==> src/rtl/apuf_challenge_driver.sv <==
// Challenge sequencer for an arbiter PUF.
// For each challenge: select lines settle (LOAD), the arbiter is released
// (ARM), the race edge is launched and propagates (FIRE, SAMPLE), the arbiter
// output is captured, and the response is offered on a valid/ready port (OUT).
// Successive challenges come from a Fibonacci-style LFSR stepped on each
// accepted response.
//
// Handshake: resp_valid is high only in OUT, and resp_bit and challenge hold
// stable while it is high. A response transfers on a rising clk edge where
// resp_valid && resp_ready; resp_ready has no effect at any other time.
//
// Every output is a flop. Its next value is decoded from the next state, so
// the outputs line up with the registered state and cannot glitch.
module apuf_challenge_driver #(
    parameter int                CHAL_W = 64,
    parameter int                SETTLE = 4,
    parameter logic [CHAL_W-1:0] TAPS   = CHAL_W'(64'hD800_0000_0000_0000),
    parameter logic [CHAL_W-1:0] SEED   = CHAL_W'(1)
) (
    input  logic              clk,
    input  logic              rst,
    input  logic              start,
    input  logic [15:0]       num_chal,
    input  logic [CHAL_W-1:0] chal_seed,
    output logic [CHAL_W-1:0] challenge,
    output logic              launch,
    output logic              arb_rst,
    input  logic              arb_q,
    output logic              resp_valid,
    output logic              resp_bit,
    input  logic              resp_ready,
    output logic              busy,
    output logic              done
);

    typedef enum logic [2:0] {
        IDLE   = 3'd0,
        LOAD   = 3'd1,
        ARM    = 3'd2,
        FIRE   = 3'd3,
        SAMPLE = 3'd4,
        OUT    = 3'd5,
        DONE   = 3'd6
    } state_t;

    // Value of the dwell counter on the final LOAD or FIRE cycle.
    localparam logic [7:0] LAST_CNT = 8'(SETTLE - 1);

    state_t            state, state_n;
    logic [7:0]        cnt, cnt_n;
    logic [15:0]       remaining, remaining_n;
    logic [CHAL_W-1:0] challenge_n;
    logic [CHAL_W-1:0] lfsr_next;
    logic              launch_n;
    logic              arb_rst_n;
    logic              resp_valid_n;
    logic              busy_n;
    logic              done_n;

    // One LFSR step: shift left, feed back the parity of the tapped bits.
    assign lfsr_next = {challenge[CHAL_W-2:0], ^(challenge & TAPS)};

    // Next-state, run bookkeeping and registered-output decode.
    always_comb begin
        state_n     = state;
        cnt_n       = cnt;
        remaining_n = remaining;
        challenge_n = challenge;

        case (state)
            IDLE: begin
                if (start) begin
                    if (num_chal != 16'd0) begin
                        remaining_n = num_chal;
                        challenge_n = (chal_seed == '0) ? SEED : chal_seed;
                        cnt_n       = 8'd0;
                        state_n     = LOAD;
                    end else begin
                        state_n = DONE;
                    end
                end
            end
            LOAD: begin
                if (cnt == LAST_CNT) begin
                    cnt_n   = 8'd0;
                    state_n = ARM;
                end else begin
                    cnt_n = cnt + 8'd1;
                end
            end
            ARM: begin
                cnt_n   = 8'd0;
                state_n = FIRE;
            end
            FIRE: begin
                if (cnt == LAST_CNT) begin
                    cnt_n   = 8'd0;
                    state_n = SAMPLE;
                end else begin
                    cnt_n = cnt + 8'd1;
                end
            end
            SAMPLE: begin
                state_n = OUT;
            end
            OUT: begin
                if (resp_ready) begin
                    remaining_n = remaining - 16'd1;
                    if (remaining == 16'd1) begin
                        state_n = DONE;
                    end else begin
                        challenge_n = lfsr_next;
                        cnt_n       = 8'd0;
                        state_n     = LOAD;
                    end
                end
            end
            DONE: begin
                state_n = IDLE;
            end
            default: begin
                state_n = IDLE;
            end
        endcase

        // Race edge only in FIRE and SAMPLE. The arbiter is released one
        // cycle earlier (ARM), so launch and arb_rst are never both high.
        launch_n     = (state_n == FIRE) || (state_n == SAMPLE);
        arb_rst_n    = !((state_n == ARM) || (state_n == FIRE) || (state_n == SAMPLE));
        resp_valid_n = (state_n == OUT);
        busy_n       = (state_n != IDLE);
        done_n       = (state_n == DONE);
    end

    // State, run registers and output flops.
    // Reset abandons any run in progress; a pending response is dropped.
    always_ff @(posedge clk) begin
        if (rst) begin
            state      <= IDLE;
            cnt        <= 8'd0;
            remaining  <= 16'd0;
            challenge  <= '0;
            launch     <= 1'b0;
            arb_rst    <= 1'b1;
            resp_valid <= 1'b0;
            resp_bit   <= 1'b0;
            busy       <= 1'b0;
            done       <= 1'b0;
        end else begin
            state      <= state_n;
            cnt        <= cnt_n;
            remaining  <= remaining_n;
            challenge  <= challenge_n;
            launch     <= launch_n;
            arb_rst    <= arb_rst_n;
            resp_valid <= resp_valid_n;
            busy       <= busy_n;
            done       <= done_n;
            // The arbiter is captured on the last cycle of the race window.
            if (state == SAMPLE) begin
                resp_bit <= arb_q;
            end
        end
    end

endmodule

==> config.mk <==
export PLATFORM = sky130hd
export DESIGN_NAME = apuf_challenge_driver
export DESIGN_NICKNAME = d
export VERILOG_FILES = /design/src/rtl/apuf_challenge_driver.sv
export SDC_FILE = /design/constraint.sdc
export NUM_CORES = 1
export LEC_CHECK = 0
export ABC_CLOCK_PERIOD_IN_PS = 2600
export CORE_MARGIN = 2
export CORE_UTILIZATION = 48
export DETAILED_ROUTE_END_ITERATION = 7
export PLACE_DENSITY = 0.81
export SLEW_MARGIN = 20
export SYNTH_ARGS = -nofsm -noshare
export SYNTH_HDL_FRONTEND = slang
export SYNTH_SLANG_ARGS = --single-unit
==> constraint.sdc <==
create_clock -name clk -period 2.6 [get_ports clk]
set_input_delay 0.39 -clock clk [delete_from_list [all_inputs] [get_ports clk]]
set_output_delay 0.39 -clock clk [all_outputs]
set_load 0.02 [all_outputs]
**Yosys cells after proc, flatten, opt, wreduce, memory -nomap -nowiden**

Index checks and enable logic that the tools add are counted.

- Equal/unequal tests: 16
- Reduce and logical (&&, ||, !) cells: 15
- $add $sub $neg: 2
- Muxes and demuxes: 23

Operators with widths:

| operator | number |
|---|---|
| 64-bit 2-to-1 mux | 5 |
| 64-bit one-hot mux with 2 select lines | 1 |
| 64-bit zero test | 1 |
| 64-bit XOR reduction | 1 |
| 16-bit 2-to-1 mux | 3 |
| 8-bit 2-to-1 mux | 5 |
| 16-bit one-hot mux with 2 select lines | 1 |
| 8-bit one-hot mux with 4 select lines | 1 |
| 3-bit 2-to-1 mux | 6 |
| 3-bit one-hot mux with 6 select lines | 1 |
| 16-bit by 1-bit equality test with 1-bit output, second input constant | 1 |
| 16-bit nonzero test | 1 |
| 16-bit by 1-bit subtractor with 16-bit output, second input constant | 1 |
| 3-bit equality test, second input constant | 5 |
| 3-bit by 2-bit equality test with 1-bit output, second input constant | 4 |
| 5-bit AND reduction | 2 |
| 8-bit by 1-bit adder with 8-bit output, second input constant | 1 |
| 8-bit by 2-bit equality test with 1-bit output, second input constant | 1 |
| 2-bit inequality test, second input constant | 4 |
| 4-bit AND reduction | 1 |
| 4-bit nonzero test | 1 |
| 3-bit by 1-bit equality test with 1-bit output, second input constant | 1 |
| 3-bit zero test | 1 |
| 1-bit logical OR | 3 |
| 4 further kinds | 4 |

- Input bits: 85
- Register bits after elaboration: 97
- Output and inout port bits: 70
- Word-level logic and storage cells: 66

**Logic depth before layout (Yosys ltp)**

- Word-level depth: 8
- Gate-level depth with buffers: 9

**Worst setup path after synthesis**

Ideal clock, no wire load.

- Path kind: flip-flop to flip-flop
- From: register remaining[4]
- To: register challenge[62]
- Stages on the path, launching flop included: 8
- Required time: 2.453 ns
- Data arrival time: 1.725 ns
- Setup time: 0.147 ns
- Buffers on the path: 2
- Slack: 0.728 ns
- Cells stage by stage: dfxtp_1 nor3_4 nand4_2 or3_1 buf_2 clkbuf_1 a21oi_1 a311oi_2

- Longest elaborated chain between the ends: 3

Ends and longest elaborated chain:

| what | RTL line | RTL |
|---|---|---|
| from (decl) | 51 | `logic [15:0] remaining, remaining_n;` |
| from (signal assigned) | 152 | `remaining <= remaining_n;` |
| 16-bit by 1-bit equality test with 1-bit output | 109 | `if (remaining == 16'd1) begin` |
| 2-bit inequality test (no line) | -- |  |
| 5-bit AND reduction (no line) | -- |  |
| to (signal assigned) | 153 | `challenge <= challenge_n;` |
| to (decl) | 25 | `output logic [CHAL_W-1:0] challenge,` |

Every way passes these cells.
A chain may end at the register's enable or synchronous reset.

**Final worst setup path**

- From: register remaining[4]
- To: register challenge[32]

The elaborated chain is that of the path after synthesis.

==> results.json <==
{
  "postCtsSetupBuffers": 0,
  "drive_above_1_share": 0.133,
  "power-per-cell-area_nw_per_um2": 518,
  "rsz0062_at_grt": "no",
  "cts_tree": "done",
  "cp_data_arrival_time_ns": 2.50,
  "syn-cell-area_um2": 5280,
  "worst_pin_slew_ns": 0.903,
  "die_area_um2": 11900,
  "grt_pass1_wl_um": 25700,
  "grt_overflow_total": 0,
  "fp-row-count": 38,
  "hold_path_class": "register to register",
  "die_w_um": 109,
  "viasPerCell": 6.13,
  "cts_buffers": 9,
  "skew_ns": 0.0136,
  "dp.final_hpwl_um": 11400,
  "drt-pass1-iter-count": 5,
  "regArea_um2": 1940,
  "die_h_um": 109,
  "port_buffers": 154,
  "nets": 855,
  "ys_ff_latch": 97,
  "cp-end-kind": "register",
  "avgSynthCellArea_um2": 8.24,
  "crit_fanout": 30,
  "final_common_cell": "nand2_1",
  "layout_setup_ws_ns": 0.374,
  "busiest_layer": "met2",
  "start_util": 0.489,
  "p_leak_uw": 0.00248,
  "synth_area_leaders": "dfxtp_1 37%, a311oi_2 17%, nand2_1 11%",
  "max_slew_margin": 0.398,
  "io_pins": 155,
  "status": "finished, final reports clean",
  "coreArea_um2": 10800,
  "period_needed_ns": 2.23,
  "place_ws_ns": -0.0175,
  "grt_antenna_before_repair": 0,
  "synth.distinct_cells": 47,
  "n_fill_cell": 859,
  "htreeDepth": 3,
  "period_share": 0.856,
  "drc": 0,
  "regToRegSetupSlack_ns": 0.37,
  "maxCapViolations": 0,
  "ys_warn_count": 0,
  "final_cell_mix": "156 x nand2_1, 153 x clkdlybuf4s50_1, 97 x dfxtp_1",
  "crit_required_ns": 2.87,
  "start_kind": "register",
  "clock_sinks": 97,
  "setup_viol": 0,
  "synth.net_count": 729,
  "synth_top_area_frac": 0.368,
  "synthArstFlopShare": 0,
  "path_class": "register to register",
  "met3_usage": 0.0556,
  "finalHoldViolCount": 0,
  "grt_max_degree": 92,
  "routedWlPerCell_um": 17.7,
  "grt_pass1_vias": 5258,
  "holdWs_ns": 0.490,
  "cts-root-buf": "clkbuf_8",
  "drt-total-wl_um": 16100,
  "fmax_ghz": 0.449,
  "ant_nets": 0,
  "use_met1": 0.370,
  "path_clk_slew_ns": 0.10,
  "synth_edf_count": 0,
  "gr-usage-met2": 0.422,
  "insertedDiodeCount": 0,
  "drt_iter0_drc": 376,
  "synthesis.instances": 641,
  "vdd_ir_drop_max_uv": 243,
  "clockBufferDepth": 2,
  "clk_latency_ns": 0.37,
  "area_growth_pct": 34.7,
  "gp_congestion": 0.921,
  "cts_hold_buf": 0,
  "vias": 5587,
  "seq_area_frac_synth": 0.368,
  "multi_input_area_um2": 3040,
  "synth_ff_type": "dfxtp_1",
  "cts.repair.resized": 0,
  "yosysTopAreaCell": "dfxtp_1",
  "track_usage": 0.271,
  "slew_violations": 0
}
[Yosys cell counts, drive strengths merged, types with 2 or more instances]
library cell  number
clkbuf            43
nand2b             2
o31ai              2
and2               4
nand4              8
o211ai             2
inv                9
buf               13
o21ai             18
nand3b             2
nand3              9
nor2b              3
nor2              24
or2                2
a21o               4
ha                 3
dfxtp             97
nor3              17
a41oi              3
a31oi              4
xnor2              2
or3                4
o41ai              2
a311oi            67
nand2            156
o31a               3
a22oi              2
a211oi             2
a21oi             89
nor3b              4
and3               6
a221oi             2
nor4              25
[where the power goes]
group	switching [µW]	total, µW	internal (µW)
clock network	541	1020	475
logic	498	962	464
registers	112	1710	1600
total	1150	3690	2540
[metrics by stage]
stage	utilization	total power [µW]	cell area, µm²	TNS [ns]	std cells
2_1_floorplan	-	2250	5280	0	641
3_3_place_gp	0.640	2670	6910	0	896
3_5_place_dp	0.640	2690	6910	-0.0175	896
4_1_cts	0.659	3680	7110	0	912
5_1_grt	0.659	3850	7110	0	912
6_report	0.659	3690	7110	0	912
[path summary, 6_finish.rpt]
path,startpoint,end,cells after the start
hold / removal,resp_bit$_SDFFE_PP0P_,resp_bit$_SDFFE_PP0P_,2
setup / recovery,remaining[4]$_SDFFE_PP0P_,challenge[32]$_SDFFE_PP0P_,6
setup reg to reg,remaining[4]$_SDFFE_PP0P_,challenge[32]$_SDFFE_PP0P_,6
hold reg to reg,resp_bit$_SDFFE_PP0P_,resp_bit$_SDFFE_PP0P_,2
[registers in the layout, summed over array words and instances, names as in the netlist]
register,flops
remaining,16
cnt,8
busy,1
done,1
arb_rst,1
challenge,64
resp_bit,1
launch,1
resp_valid,1
state,3
[worst max-delay path, stage by stage (launching register included)]
cell and delay [ns]:
dfxtp_1 0.37, nor3_4 0.37, nand4_2 0.21, or3_2 0.52, and2_4 0.21, buf_12 0.18, a311oi_2 0.26
[kinds of logic (layout without fill, tap and decap cells)]
group                      count (synthesis)  in the layout  share of synthesized area
xor gates and xnor gates                   3              3                    0.00497
adders and majority gates                  3              3                    0.00711
buffers and inverters                     65            196                     0.0576
and+or+nand+nor                          267            267                      0.231
AOI/OAI and AO/OA                        206            206                      0.332
DFF                                       97             97                      0.368
[final cells by class]
cell class / instances / share of cell area
Clock buffer: 10 / 0.0193
Clock inverter: 6 / 0.00932
Inverter: 9 / 0.00475
Multi-Input combinational cell: 479 / 0.428
Sequential cell: 97 / 0.273
Tap cell: 140 / 0.0246
Timing Repair Buffer: 171 / 0.241
[routing by layer]
layer,vias to the layer above,share of wire
li1,2629,-
met1,2658,0.44
met3,40,0.071
met4,0,0.027
met5,-,0
met2,260,0.47
Note: power is estimated with default switching activity, not from simulation.
